==> config.mk <==
export PLATFORM = sky130hd
export DESIGN_NAME = fpu_issue_ctrl
export DESIGN_NICKNAME = d
export VERILOG_FILES = /design/src/rtl/fpu_issue_ctrl.sv
export SDC_FILE = /design/constraint.sdc
export NUM_CORES = 1
export LEC_CHECK = 0
export BUFFER_PORTS_ARGS = -buffer_cell sky130_fd_sc_hd__buf_2
export CAP_MARGIN = 20
export CORE_AREA = 2 2 170 172
export DETAILED_ROUTE_END_ITERATION = 8
export DIE_AREA = 0 0 172 174
export SYNTH_ARGS = -nofsm -noshare
export SYNTH_HDL_FRONTEND = slang
export SYNTH_SLANG_ARGS = --single-unit
==> constraint.sdc <==
create_clock -name clk -period 2.15 [get_ports clk]
set_input_delay 0 -clock clk [delete_from_list [all_inputs] [get_ports clk]]
set_output_delay 0 -clock clk [all_outputs]
set_load 0.005 [all_outputs]
==> src/rtl/fpu_issue_ctrl.sv <==
// Issue/sequence controller between scalar decode and the single-cycle FPU.
// Optional sticky fflags accumulator is built when FPU_FFLAGS_ACC_EN is defined.
module fpu_issue_ctrl #(
  parameter int std   = 31,
  parameter int TAG_W = 5
) (
  input  logic             clk,
  input  logic             rst_l,
  input  logic             req_valid,
  output logic             req_ready,
  input  logic [23:0]      req_op,
  input  logic [2:0]       req_rm,
  input  logic [std:0]     req_a,
  input  logic [std:0]     req_b,
  input  logic [std:0]     req_c,
  input  logic [31:0]      req_int,
  input  logic [TAG_W-1:0] req_tag,
  input  logic [2:0]       csr_frm,
  output logic [23:0]      fpu_op,
  output logic [2:0]       fpu_frm,
  output logic [std:0]     fpu_a,
  output logic [std:0]     fpu_b,
  output logic [std:0]     fpu_c,
  output logic [31:0]      fpu_int,
  output logic [2:0]       fpu_sel,
  input  logic [std:0]     fpu_resultant,
  input  logic [31:0]      fpu_result_rd,
  input  logic [4:0]       fpu_flags,
  input  logic             fpu_irq,
  output logic             rsp_valid,
  input  logic             rsp_ready,
  output logic [31:0]      rsp_data,
  output logic             rsp_to_int,
  output logic [4:0]       rsp_flags,
  output logic             rsp_irq,
  output logic             rsp_illegal,
  output logic [TAG_W-1:0] rsp_tag
`ifdef FPU_FFLAGS_ACC_EN
  ,
  output logic [4:0]       fflags,
  input  logic             fflags_clr
`endif
);

  typedef enum logic [1:0] {IDLE, ISSUE, CAPT, RESP} state_t;

  // Ops whose result goes to the integer register file (compares, classify, FP->int moves/converts).
  localparam logic [21:0] TO_INT_MASK = (22'd1 << 21) | (22'd1 << 14) | (22'd1 << 11) |
                                        (22'd1 << 10) | (22'd1 << 9)  | (22'd1 << 7);

  state_t      state;
  logic [2:0]  eff_rm;
  logic        req_bad;
  logic        cap_to_int;

  assign eff_rm     = (req_rm == 3'b111) ? csr_frm : req_rm;
  assign req_bad    = ($countones(req_op[21:0]) != 1) ||
                      (eff_rm == 3'b101) || (eff_rm == 3'b110) || (eff_rm == 3'b111);
  assign cap_to_int = |(fpu_op[21:0] & TO_INT_MASK);

  // The fpu_* output registers double as the operand latches; they are only
  // loaded for legal requests so the FPU never sees a rejected operation.
  always_ff @(posedge clk or negedge rst_l) begin
    if (!rst_l) begin
      state       <= IDLE;
      req_ready   <= 1'b1;
      fpu_op      <= '0;
      fpu_frm     <= '0;
      fpu_a       <= '0;
      fpu_b       <= '0;
      fpu_c       <= '0;
      fpu_int     <= '0;
      fpu_sel     <= '0;
      rsp_valid   <= 1'b0;
      rsp_data    <= '0;
      rsp_to_int  <= 1'b0;
      rsp_flags   <= '0;
      rsp_irq     <= 1'b0;
      rsp_illegal <= 1'b0;
      rsp_tag     <= '0;
    end else begin
      case (state)
        IDLE: begin
          if (req_valid) begin
            req_ready <= 1'b0;
            rsp_tag   <= req_tag;
            if (req_bad) begin
              rsp_valid   <= 1'b1;
              rsp_illegal <= 1'b1;
              rsp_data    <= '0;
              rsp_flags   <= '0;
              rsp_to_int  <= 1'b0;
              rsp_irq     <= 1'b0;
              state       <= RESP;
            end else begin
              fpu_op  <= req_op;
              fpu_frm <= eff_rm;
              fpu_a   <= req_a;
              fpu_b   <= req_b;
              fpu_c   <= req_c;
              fpu_int <= req_int;
              fpu_sel <= 3'b010;
              state   <= ISSUE;
            end
          end
        end
        ISSUE: state <= CAPT;
        // fpu_result_rd depends combinationally on the opcode, so the bus stays driven through CAPT.
        CAPT: begin
          rsp_to_int  <= cap_to_int;
          rsp_data    <= cap_to_int ? fpu_result_rd : 32'(fpu_resultant);
          rsp_flags   <= fpu_flags;
          rsp_irq     <= fpu_irq;
          rsp_illegal <= 1'b0;
          rsp_valid   <= 1'b1;
          fpu_op      <= '0;
          fpu_sel     <= '0;
          state       <= RESP;
        end
        RESP: begin
          if (rsp_ready) begin
            rsp_valid <= 1'b0;
            req_ready <= 1'b1;
            state     <= IDLE;
          end
        end
        default: state <= IDLE;
      endcase
    end
  end

`ifdef FPU_FFLAGS_ACC_EN
  // Clear takes effect before the OR, so a clear coinciding with a handshake keeps that op's flags.
  always_ff @(posedge clk or negedge rst_l) begin
    if (!rst_l)
      fflags <= '0;
    else
      fflags <= (fflags_clr ? 5'd0 : fflags) | ((rsp_valid && rsp_ready) ? rsp_flags : 5'd0);
  end
`endif

endmodule

# [Word-level counts from Yosys, hierarchy flattened]
# Cells that the tools add are included.
[word_totals] ff_bits=207 latchBits=0 mem_bits_rw=0 rom_bits=0 in_bits=237 output_inout_bits=205 n_memories=0
[op_classes] n_addsub=21 mul=0 div_mod_pow=0 magnitude_cmp=0 n_eq_ne=12 n_shift=0 muxes=30 bitwise=1 reduce_logical=15
[op_table] operator="$mux 32" count=3
[op_table] operator="$pmux 32 s2" count=1
[op_table] operator="$mux 24" count=2
[op_table] operator="$pmux 24 s2" count=1
[op_table] operator="$add 1x1->2" count=11
[op_table] operator="$add 2x2->3" count=5
[op_table] operator="$eq 3x3->1 const B" count=4
[op_table] operator="$reduce_and 3->1" count=4
[op_table] operator="$mux 5" count=2
[op_table] operator="$pmux 5 s2" count=1
[op_table] operator="$mux 3" count=3
[op_table] operator="$add 3x3->4" count=2
[op_table] operator="$ne 2x2->1 const B" count=4
[op_table] operator="$pmux 1 s2" count=4
[op_table] operator="$pmux 2 s4" count=1
[op_table] operator="$mux 1" count=7
[op_table] operator="$add 5x4->6" count=1
[op_table] operator="$mux 2" count=3
[op_table] operator="$ne 6x1->1 const B" count=1
[op_table] operator="$pmux 3 s2" count=1
[op_table] operator="$reduce_or 6->1" count=1
[op_table] operator="$add 4x4->5" count=1
[op_table] operator="$add 3x2->4" count=1
[op_table] operator="$eq 2x2->1 const B" count=2
[op_table] operator="other kinds (9)" count=13

# [Longest topological paths before layout]
# Gate-level depths: netlist of the first run.
[depth] ltp_word=12 depth_mapped=19

# [Worst setup path after synthesis of the first run]
# No wires, ideal clock.
[synth_path] path_type="input -> register" start="input req_op[5]" end="register fpu_b[22]" setup_time_ns=0.128 arrival_time_ns=4.934 t_required_ns=2.022 setup_slack_ns=-2.912 cell_stages=17 path_buffers=3 path_cell_list="inv_1 > fa_1 > inv_1 > fa_1 > fa_1 > fa_1 > inv_1 > fa_1 > inv_1 > ha_1 > fa_1 > or4b_1 > clkbuf_1 > nor4_4 > buf_2 > buf_2 > mux2_1"
[synth_via] elab_chain_len=11
[synth_lines] item="start: declaration" line_no="11" rtl="input logic [23:0] req_op,"
[synth_lines] item="$add 1x1->2 (implied by the code)" line_no="57" rtl="assign req_bad = ($countones(req_op[21:0]) != 1) ||"
[synth_lines] item="$add 2x2->3 (implied by the code)" line_no="57"
[synth_lines] item="$add 3x3->4 (implied by the code)" line_no="57"
[synth_lines] item="$add 4x4->5 (implied by the code)" line_no="57"
[synth_lines] item="$add 5x4->6 (implied by the code)" line_no="57"
[synth_lines] item="$ne 6x1->1" line_no="57"
[synth_lines] item="$logic_or 1x1->1" line_no="57"
[synth_lines] item="$logic_or 1x1->1 (2 in a row)" line_no="58" rtl="(eff_rm == 3'b101) || (eff_rm == 3'b110) || (eff_rm == 3'b111);"
[synth_lines] item="$not 1->1 (no line)"
[synth_lines] item="$reduce_and 3->1 (no line)"
[synth_lines] item="end signal: assignment" line_no="99" rtl="fpu_b <= req_b;"
[synth_lines] item="end: declaration" line_no="22" rtl="output logic [std:0] fpu_b,"
# No other way between the ends.
# A chain may end at the register's enable or synchronous reset.

# [Worst setup path in the final report of the first run]
[layout_path] start="input req_op[5]" end="register fpu_c[2]"
[layout_via] elab_chain_len=11
[layout_lines] item="$add 1x1->2 (implied by the code)" line_no="57"
[layout_lines] item="$add 2x2->3 (implied by the code)" line_no="57"
[layout_lines] item="$add 3x3->4 (implied by the code)" line_no="57"
[layout_lines] item="$add 4x4->5 (implied by the code)" line_no="57"
[layout_lines] item="$add 5x4->6 (implied by the code)" line_no="57"
[layout_lines] item="$ne 6x1->1" line_no="57"
[layout_lines] item="$logic_or 1x1->1" line_no="57"
[layout_lines] item="$logic_or 1x1->1 (2 in a row)" line_no="58"
[layout_lines] item="$not 1->1 (no line)"
[layout_lines] item="$reduce_and 3->1 (no line)"
[layout_lines] item="end signal: assignment" line_no="100" rtl="fpu_c <= req_c;"
[layout_lines] item="end: declaration" line_no="23" rtl="output logic [std:0] fpu_c,"
# No other way between the ends.

==> flow_metrics.env, run 1 <==
export IMPL_outcome="complete, but fails checks"
export IMPL_failed_checks="setup timing"
export IMPL_utilization=0.566
export IMPL_gp_congestion=0.752
export IMPL_leakagePower_nw=8.25
export IMPL_yosysTopAreaCell="dfrtp_1"
export IMPL_antenna_found_initial=5
export IMPL_design_die_area_mm2=0.0299
export IMPL_place_hpwl_mm=20.2
export IMPL_path_class="primary input to register"
export IMPL_finish_net_count=1707
export IMPL_grt_start_max_net_pins=86
export IMPL_cts_htree_levels=1
export IMPL_muxShareOfSynthArea=0.204
export IMPL_insertion_delay_ns=0.51
export IMPL_drv_cap=0
export IMPL_peakVddDrop_uv=1070
export IMPL_holdCritPathClass="primary input to async pin"
export IMPL_slew_violations=0
export IMPL_synthCells=721
export IMPL_synth_warnings=0
export IMPL_drc=0
export IMPL_ys_top_cells_by_count="204 x dfrtp_1, 122 x mux2_2, 61 x nand2_1"
export IMPL_grt_pass1_vias=9173
export IMPL_fin_crit_ns=4.55
export IMPL_ys_seq_area_frac=0.562
export IMPL_fin_crit_sh=2.11
export IMPL_clk_path_buf_depth=3
export IMPL_fin_cells=1848
export IMPL_dpl_cell_area_mm2=0.0121
export IMPL_port_buffers=439
export IMPL_cts_sinks=205
export IMPL_hold_viol=0
export IMPL_dp_cells=1546
export IMPL_grt_usage=0.208
export IMPL_cp_arrival_ns=4.93
export IMPL_numCtsBuffers=23
export IMPL_fmax_ghz=0.220
export IMPL_synth_adder_area_share=0.0480
export IMPL_async_flop_share=1.00
export IMPL_syn_area_mm2=0.00913
export IMPL_yosysTopAreaCellShare=0.559
export IMPL_fin_area_mm2=0.0160
export IMPL_synth_edf_count=0
export IMPL_grt_overflow_total=0
export IMPL_fin_ws_ns=-2.40
export IMPL_layout_drive_gt1_share=0.491
export IMPL_dieWidth_um=172
export IMPL_syn_avg_cell_area_um2=12.7
export IMPL_cts_clk_slew_worst_paths_ns=0.06
export IMPL_ys_types=40
export IMPL_wl_per_cell_um=17.8
export IMPL_core_mm2=0.0282
export IMPL_cp_required_ns=2.54
export IMPL_floorplan_initialDensity=0.323
export IMPL_cts_tree="yes"
export IMPL_drt_vias_per_instance=4.74
export IMPL_fin_skew_ns=0.00779
export IMPL_synth_top_family_by_area="multiplexers"
export IMPL_crit_fanout=30
export IMPL_ant_nets=0
export IMPL_synth_xor_area_frac=0
export IMPL_area_delta_synth_final_pct=75.0
export IMPL_drt_wl_total_mm=32.9
export IMPL_synth_compound_area_share=0.0724
export IMPL_dp_slack_ns=-3.11
export IMPL_rsz0062_at_grt="yes"
export IMPL_cp_start_kind="primary input"
export IMPL_io_pins=442
export IMPL_vias=8760
export IMPL_ys_flop_type="dfrtp_1"
export IMPL_cts_root_buffer="clkbuf_16"
export IMPL_drtPass1Iterations=5
export IMPL_die_h_um=174
export IMPL_power_density_mw_per_mm2=1120
export IMPL_ys_ff_latch=205
export IMPL_synth_most_common_cell="dfrtp_1"
export IMPL_end_kind="register"
export IMPL_synthSimpleGateAreaFrac=0.0764
export IMPL_rows=62
export IMPL_drt_iter0_drc=423
export IMPL_slew_headroom=0.539
export IMPL_synthTopCellsByArea="dfrtp_1 56%, mux2_2 15%, mux2_1 5.3%"
export IMPL_setup_viol=198
export IMPL_finalPower_w=0.0179
export IMPL_grt_pass1_wl_mm=49.4
export IMPL_worstMarginPinSlew_ns=0.692
[through the flow]
stage / setup TNS [ns] / hold slack [ns]
6_report: -461.65 / 0.0924
5_1_grt: -483.91 / 0.135
4_1_cts: -464.93 / 0.0978
3_5_place_dp: -597.74 / 0.0579
3_3_place_gp: -585.94 / 0.0648
2_1_floorplan: -538.41 / -0.296
[registers in the layout, summed over array words and instances (netlist names), 2 cells and up]
name	count
rsp_data	32
fpu_frm	3
state	2
fpu_b	32
fpu_op	24
fpu_int	32
fpu_a	32
rsp_tag	5
fpu_c	32
rsp_flags	5
[cell usage in the layout, fill, tap and decap left out, types with 3 or more instances in the layout]
cell type	instances
nand3_1	40
buf_12	16
mux2_4	58
o2bb2ai_1	8
mux2_1	11
buf_2	435
dfrtp_1	204
dlygate4sd3_1	237
clkbuf_1	4
clkbuf_16	24
inv_2	3
a221o_1	17
nor2_1	21
a31oi_1	8
nand2_1	61
o21ai_1	6
o21ai_0	42
o211ai_1	3
fa_1	14
buf_4	35
buf_6	8
nand2b_1	5
clkinv_2	5
inv_1	27
diode_2	5
buf_8	4
mux2_2	96
ha_1	9
clkbuf_8	6
a21oi_1	5
buf_16	8
nor2b_1	7
[power by group]
part | switching (W) | internal [W]
clock | 0.00156 | 0.00228
combinational | 0.00378 | 0.00441
sequential | 0.000742 | 0.00515
total | 0.00608 | 0.0118
[worst paths after layout]
check,from,to,slack [ns],cells after the start
max,req_op[5],fpu_c[2]$_DFFE_PN0P_,-2.40,18
min,rst_l,fpu_op[13]$_DFFE_PN0P_,0.09,2
max reg2reg,state[0]$_DFFE_PN0P_,fpu_c[2]$_DFFE_PN0P_,0.03,8
min reg2reg,fpu_c[25]$_DFFE_PN0P_,fpu_c[25]$_DFFE_PN0P_,0.49,1
max in group asynchronous,rst_l,fpu_int[28]$_DFFE_PN0P_,1.31,3
min in group clk,req_c[25],fpu_c[25]$_DFFE_PN0P_,0.25,3
[what timing repair did]
| item | 4_1_cts | 5_1_grt |
|---|---|---|
| hold buffers | 237 | 0 |
| hold endpoints to repair | 315 | 0 |
| endpoints found under the setup margin | 198 | 198 |
| gates resized for setup | 84 | 18 |
| buffers inserted | 7 | 6 |
| gates cloned | 8 | 1 |
| pin swaps | 4 | 2 |
[per-layer routing]
layer / wire (um) / vias to the layer above / global-route usage
li1: - / 3978 / -
met1: 12500 / 4267 / 0.239
met3: 2460 / 113 / 0.0526
met4: 1570 / 2 / 0.0973
met2: 16300 / 400 / 0.361
met5: 16 / - / 0
[final cells by class]
cell class	instances	area (um^2)
antenna	5	12.5
clock buffer	33	673
clock inverter	7	63.8
fill	2319	12300
inverter	31	124
multi-input combinational	438	3930
sequential	205	5130
tap	384	480
timing repair buffer	745	5560
[cells by family (layout without fill, tap and decap cells)]
family                     count (synthesis)  count (layout)
AOI/OAI and AO/OA                         99              99
adders and majority gates                 26              26
muxes                                    165             165
DFF                                      205             205
other                                      1               7
and+or+nand+nor                          146             146
buffers and inverters                     79             816
[critical path, cell delays in order]
cell and delay [ns]:
buf_8 0.09, inv_8 0.03, fa_1 0.52, inv_1 0.05, fa_1 0.46, fa_1 0.51
fa_1 0.51, inv_1 0.05, fa_1 0.48, inv_2 0.04, ha_4 0.24, or3b_4 0.37
or4b_4 0.54, nor4_4 0.15, buf_6 0.15, buf_12 0.14, buf_16 0.20, mux2_2 0.37
No activity file was read; power rests on OpenSTA's default activity.
==> inputs of run 2 (changes only) <==
ABC_AREA = 1   (was default)
CORE_AREA = 2 2 171 173   (was 2 2 170 172)
DIE_AREA = 0 0 173 175   (was 0 0 172 174)
==> run 2 against run 1 <==
  * The flow still finishes with violations (setup timing)
  * Global-route usage is 1.5 points higher
  * Worst setup slack better by 0.52 ns
  * Via count is 19% higher
  * Final cell count is 20% higher
  * Sequential power is 8.0% lower
  * Clock-buffer cell count is 3 lower
  * Wire length is 14% higher
==> flow_metrics.env, run 2 <==
export IMPL_synth_most_common_cell="nand2_1"
export IMPL_slew_violations=0
export IMPL_layout_drive_gt1_share=0.362
export IMPL_drt_vias_per_instance=4.71
export IMPL_antenna_found_initial=12
export IMPL_floorplan_initialDensity=0.325
export IMPL_setup_viol=198
export IMPL_holdCritPathClass="primary input to async pin"
export IMPL_cp_arrival_ns=4.47
export IMPL_synth_edf_count=0
export IMPL_synth_warnings=0
export IMPL_io_pins=442
export IMPL_grt_pass1_vias=10300
export IMPL_grt_pass1_wl_mm=54.2
export IMPL_grt_usage=0.223
export IMPL_slew_headroom=0.582
export IMPL_design_die_area_mm2=0.0303
export IMPL_ys_seq_area_frac=0.557
export IMPL_drtPass1Iterations=5
export IMPL_end_kind="register"
export IMPL_worstMarginPinSlew_ns=0.627
export IMPL_yosysTopAreaCellShare=0.554
export IMPL_outcome="complete, but fails checks"
export IMPL_core_mm2=0.0284
export IMPL_setup_tns_ns=-355.78
export IMPL_crit_fanout=7
export IMPL_insertion_delay_ns=0.52
export IMPL_critPathBufInv=10
export IMPL_ant_nets=0
export IMPL_cp_start_kind="primary input"
export IMPL_cts_root_buffer="clkbuf_16"
export IMPL_syn_avg_cell_area_um2=8.40
export IMPL_wl_per_cell_um=17.0
export IMPL_p_clk_frac=0.253
export IMPL_ys_top_cells_by_count="565 x nand2_1, 204 x dfrtp_1, 97 x nand3_1"
export IMPL_synthTopCellsByArea="dfrtp_1 55%, nand2_1 23%, nand3_1 5.3%"
export IMPL_power_density_mw_per_mm2=1050
export IMPL_failed_checks="setup timing"
export IMPL_leakagePower_nw=9.41
export IMPL_internal_power_w=0.0109
export IMPL_gp_congestion=0.830
export IMPL_seqPwrFrac=0.318
export IMPL_peakVddDrop_uv=633
export IMPL_ys_types=25
export IMPL_path_common_cell="fa_1"
export IMPL_fin_ws_ns=-1.87
export IMPL_finish_net_count=2066
export IMPL_fmax_ghz=0.249
export IMPL_cts_tree="yes"
export IMPL_dieWidth_um=173
export IMPL_fin_crit_sh=1.87
export IMPL_path_cells="buf_8, inv_8, fa_1, inv_1, fa_1, fa_1, fa_1, inv_1, fa_1, inv_1, ha_2, fa_1, inv_1, nand3_1, nor2_1, nand2_1, inv_2, nand2_4, nor2_4, buf_12, buf_16, clkbuf_16, nand2_2, nand2_1"
export IMPL_die_h_um=175
export IMPL_vias=10400
export IMPL_rows=62
export IMPL_drv_cap=0
export IMPL_syn_area_mm2=0.00922
export IMPL_grt_start_max_net_pins=76
export IMPL_path_class="primary input to register"
export IMPL_ys_ff_latch=205
export IMPL_port_buffers=439
export IMPL_cp_required_ns=2.60
export IMPL_final_common_cell="nand2_1"
export IMPL_yosysTopAreaCell="dfrtp_1"
export IMPL_switching_power_w=0.00612
export IMPL_place_hpwl_mm=22.1
export IMPL_cts_htree_levels=1
export IMPL_drt_iter0_drc=528
export IMPL_cts_sinks=205
export IMPL_fin_crit_ns=4.02
export IMPL_numCtsBuffers=24
export IMPL_hold_viol=0
export IMPL_area_delta_synth_final_pct=76.5
export IMPL_crit_family="adder cells"
export IMPL_synthCells=1097
export IMPL_async_flop_share=1.00
export IMPL_ys_flop_type="dfrtp_1"
export IMPL_swShare=0.360
export IMPL_drt_wl_total_mm=37.5
export IMPL_grt_overflow_total=0
export IMPL_clk_path_buf_depth=3
export IMPL_cts_clk_slew_worst_paths_ns=0.06
export IMPL_cpPeakStageDelay_ns=0.52
export IMPL_fin_skew_ns=0.00900
export IMPL_crit_path_top_delay_cell="fa_1"
export IMPL_drc=0
export IMPL_layout_common_cells="479 x nand2_1, 436 x buf_2, 237 x dlygate4sd3_1"
export IMPL_dp_slack_ns=-2.42
export IMPL_p_comb_frac=0.428
export IMPL_rsz0062_at_grt="yes"
==> run 2: changes by cell type after synthesis, sizes merged, moves of 26 or more <==
cell	before	now
o21ai	49	7
buf	21	47
nand2	61	568
nand3	40	97
a21oi	5	34
nand4	0	32
mux2	165	0
==> run 2: stage by stage <==
| stage | total power (W) | util | hold WS [ns] | area (um^2) | std cells |
|---|---|---|---|---|---|
| after global routing | 0.0182 | 0.573 | 0.104 | 16300 | 2207 |
| after CTS | 0.0163 | 0.547 | 0.0732 | 15500 | 2184 |
| after floorplan | 0.00862 | - | -0.296 | 9280 | 1098 |
| final | 0.0170 | 0.573 | 0.0672 | 16300 | 2211 |
| after detailed placement | 0.0111 | 0.425 | 0.0440 | 12100 | 1898 |
| after global placement | 0.0110 | 0.425 | 0.0467 | 12100 | 1898 |
==> run 2: cell type report <==
type / instances / area, um^2
timing repair buffer: 748 / 5650
sequential: 205 / 5130
inverter: 46 / 180
multi-input combinational: 778 / 3980
fill: 2451 / 12100
tap: 384 / 480
clock inverter: 13 / 175
antenna: 7 / 17.5
clock buffer: 30 / 654
==> run 2: worst register-to-register path, stage by stage (launching register included) <==
cell      delay [ns]
dfrtp_1         0.39
inv_1           0.09
ha_1            0.25
nand2_2         0.21
clkinv_1        0.28
nand3_4         0.21
buf_12          0.28
nand2_1         0.22
nand2_2         0.09
==> run 2: final timing paths <==
check	startpoint	to	slack, ns	depth (start not counted)
max	req_op[5]	fpu_a[2]$_DFFE_PN0P_	-1.87	24
min	rst_l	fpu_a[0]$_DFFE_PN0P_	0.07	2
max reg2reg	state[1]$_DFFE_PN0P_	fpu_b[4]$_DFFE_PN0P_	0.05	8
min reg2reg	fpu_c[9]$_DFFE_PN0P_	fpu_c[9]$_DFFE_PN0P_	0.47	2
max in group asynchronous	rst_l	fpu_op[3]$_DFFE_PN0P_	1.38	3
min in group clk	req_tag[4]	rsp_tag[4]$_DFFE_PN0P_	0.20	4
==> run 2: per-layer routing <==
metal / track usage / part of all wire
met3: 0.0696 / 0.085
met1: 0.254 / 0.37
met5: 0 / 0.0016
met2: 0.391 / 0.50
met4: 0.0869 / 0.038
==> run 2: timing repair <==
action                                  CTS  global route
hold buffers                            237             0
setup buffers                             3             4
gates resized for setup                  41           106
gates cloned                              3            16
pin swaps                                 3            23
hold endpoints to repair                389             0
endpoints found under the setup margin  198           198
==> run 2: power groups by stage <==
stage | sequential, W | clock [W] | combinational [W]
2_1_floorplan | 0.00550 | 0 | 0.00312
3_3_place_gp | 0.00542 | 0 | 0.00559
3_5_place_dp | 0.00544 | 0 | 0.00568
4_1_cts | 0.00539 | 0.00444 | 0.00647
5_1_grt | 0.00552 | 0.00460 | 0.00803
6_report | 0.00542 | 0.00431 | 0.00728
==> run 2: cell families after synthesis <==
logic type / Yosys count / synth area share
other: 1 / 0.000407
AND/OR/NAND/NOR: 708 / 0.312
buffers and inverters: 115 / 0.0599
adder cells (fa/ha/maj): 26 / 0.0475
flip-flops: 205 / 0.557
AO/OA/AOI/OAI: 42 / 0.0231
==> inputs of run 3 (changes only) <==
CELL_PAD_IN_SITES_DETAIL_PLACEMENT = 0   (was default)
CELL_PAD_IN_SITES_GLOBAL_PLACEMENT = 1   (was default)
CORE_AREA = default   (was 2 2 171 173)
CORE_MARGIN = 1   (was default)
CORE_UTILIZATION = 30   (was default)
DIE_AREA = default   (was 0 0 173 175)
PLACE_DENSITY_LB_ADDON = 0.1   (was default)
SKIP_LAST_GASP = 1   (was default)
==> run 3 against run 2 <==
  * The run still ends with setup timing left
  * Fmax down 0.75%
  * Critical path depth fell by 1
  * Sequential share of layout area grew 0.28 points
  * Via count shrank 4.2%
  * Clock power is 0.9% higher
  * Power down 2.7%
  * Critical path type unchanged
  * Highest routed layer unchanged
==> flow_metrics.env, run 3 (synthesis results as in run 2) <==
export IMPL_cts_sinks=205
export IMPL_wl_per_cell_um=16.5
export IMPL_grt_use_met3=0.0584
export IMPL_grt_pass1_wl_mm=52.2
export IMPL_leakagePower_nw=9.17
export IMPL_finish_net_count=2064
export IMPL_fin_crit_sh=1.88
export IMPL_insertion_delay_ns=0.53
export IMPL_cp_start_kind="primary input"
export IMPL_clk_path_buf_depth=3
export IMPL_drt_iter0_drc=397
export IMPL_holdCritPathClass="primary input to async pin"
export IMPL_cp_arrival_ns=4.46
export IMPL_place_hpwl_mm=22.8
export IMPL_rsz0062_at_grt="yes"
export IMPL_final_common_cell="nand2_1"
export IMPL_design_die_area_mm2=0.0314
export IMPL_cp_required_ns=2.56
export IMPL_hold_viol=0
export IMPL_ant_nets=0
export IMPL_hold_slack_ns=0.0745
export IMPL_slew_headroom=0.561
export IMPL_fin_crit_ns=4.05
export IMPL_grt_pass1_vias=9839
export IMPL_drc=0
export IMPL_port_buffers=439
export IMPL_numCtsBuffers=24
export IMPL_dieWidth_um=177
export IMPL_fmax_ghz=0.247
export IMPL_layout_common_cells="512 x nand2_1, 437 x buf_2, 242 x dlygate4sd3_1"
export IMPL_seqPwrFrac=0.329
export IMPL_cts_clk_slew_worst_paths_ns=0.06
export IMPL_internal_power_w=0.0106
export IMPL_rows=63
export IMPL_top_usage_layer="met2"
export IMPL_drv_cap=0
export IMPL_path_class="primary input to register"
export IMPL_setup_viol=198
export IMPL_vias=9987
export IMPL_crit_fanout=8
export IMPL_slew_violations=0
export IMPL_end_kind="register"
export IMPL_fin_ws_ns=-1.90
export IMPL_utilization=0.538
export IMPL_use_met2=0.351
export IMPL_fin_skew_ns=0.00626
export IMPL_failed_checks="setup timing"
export IMPL_met1_usage=0.252
export IMPL_grt_overflow_total=0
export IMPL_cts_tree="yes"
export IMPL_drt_vias_per_instance=4.51
export IMPL_io_pins=442
export IMPL_outcome="complete, but fails checks"
export IMPL_floorplan_initialDensity=0.308
export IMPL_die_h_um=177
export IMPL_power_density_mw_per_mm2=1030
export IMPL_worstMarginPinSlew_ns=0.659
export IMPL_p_comb_frac=0.408
export IMPL_grt_usage=0.210
export IMPL_grt_start_max_net_pins=71
export IMPL_peakVddDrop_uv=660
export IMPL_p_clk_frac=0.263
export IMPL_setup_tns_ns=-363.35
export IMPL_drtPass1Iterations=5
export IMPL_layout_drive_gt1_share=0.340
export IMPL_antenna_found_initial=10
export IMPL_cts_htree_levels=1
export IMPL_r2r_slack_ns=0.01
export IMPL_area_delta_synth_final_pct=75.0
export IMPL_drt_wl_total_mm=36.5
export IMPL_core_mm2=0.0300
export IMPL_switching_power_w=0.00597
export IMPL_cts_root_buffer="clkbuf_16"
export IMPL_swShare=0.361
export IMPL_gp_congestion=0.757
-- run 3: cell types whose count changed in the layout (fill, tap and decap cells not counted), moves of 3 or more --
cell           previous run  this run
buf_12                   12        16
buf_4                    31        26
buf_8                    10         4
clkbuf_8                  1         7
clkinvlp_4                4         1
dlygate4sd3_1           237       242
nand2_1                 479       512
nand2_2                  59        36
nand2_4                  28        18
-- run 3: critical path, stage by stage --
cell,delay [ns]
buf_8,0.09
inv_8,0.03
fa_1,0.54
inv_2,0.05
fa_1,0.50
fa_1,0.50
fa_1,0.49
inv_1,0.05
fa_1,0.48
inv_1,0.04
ha_2,0.17
fa_1,0.43
inv_1,0.06
nand3_1,0.06
nor2_1,0.09
nand2_1,0.07
inv_2,0.08
buf_6,0.10
nand3_4,0.14
buf_12,0.20
clkbuf_16,0.16
nand3_1,0.06
nand2_1,0.06
-- run 3: path summary, 6_finish.rpt --
kind,startpoint,to,cells past startpoint
min,rst_l,fpu_b[29]$_DFFE_PN0P_,3
max,req_op[5],fpu_op[14]$_DFFE_PN0P_,23
max reg2reg,state[1]$_DFFE_PN0P_,rsp_tag[2]$_DFFE_PN0P_,8
min in group clk,req_b[26],fpu_b[26]$_DFFE_PN0P_,4
max in group asynchronous,rst_l,req_ready$_DFFE_PN1P_,3
min reg2reg,fpu_c[5]$_DFFE_PN0P_,fpu_c[5]$_DFFE_PN0P_,2
-- run 3: cell type report --
cell class,instances,area [um^2]
inverters,46,180
multi-input cells,778,3840
diodes,7,17.5
fillers,2859,13800
flip-flops and latches,205,5130
well taps,390,488
clock buffers,35,712
repair buffers,746,5620
clock inverters,9,134
-- run 3: timing repair --
item                                   4_1_cts  5_1_grt
setup buffers                                1        5
setup endpoints to repair                  198      203
hold buffers                               243        0
cloned                                       0       19
pin swaps                                    0       38
endpoints found under the hold margin      406        0
gates resized for setup                      0       97
-- run 3: metal layers --
metal | up-vias | part of all wire | wire length [um]
li1 | 4858 | - | -
met1 | 4707 | 0.41 | 14900
met2 | 338 | 0.48 | 17500
met3 | 80 | 0.074 | 2700
met4 | 4 | 0.037 | 1370
met5 | - | 0.00060 | 22
-- run 3: metrics by stage --
step	cells	setup WS (ns)	total power, W	cell area (um^2)
after floorplan	1098	-2.00	0.00862	9280
after detailed placement	1897	-2.42	0.0111	12100
after CTS	2185	-1.86	0.0160	15400
after global routing	2215	-2.04	0.0177	16100
final	2216	-1.90	0.0165	16100
after global placement	1897	-2.39	0.0111	12100
-- run 3: power by group through the flow --
stage / registers, W / clock network [W] / logic [W]
2_1_floorplan: 0.00550 / 0 / 0.00312
3_3_place_gp: 0.00542 / 0 / 0.00565
3_5_place_dp: 0.00543 / 0 / 0.00570
4_1_cts: 0.00538 / 0.00448 / 0.00616
5_1_grt: 0.00557 / 0.00460 / 0.00756
6_report: 0.00544 / 0.00435 / 0.00675
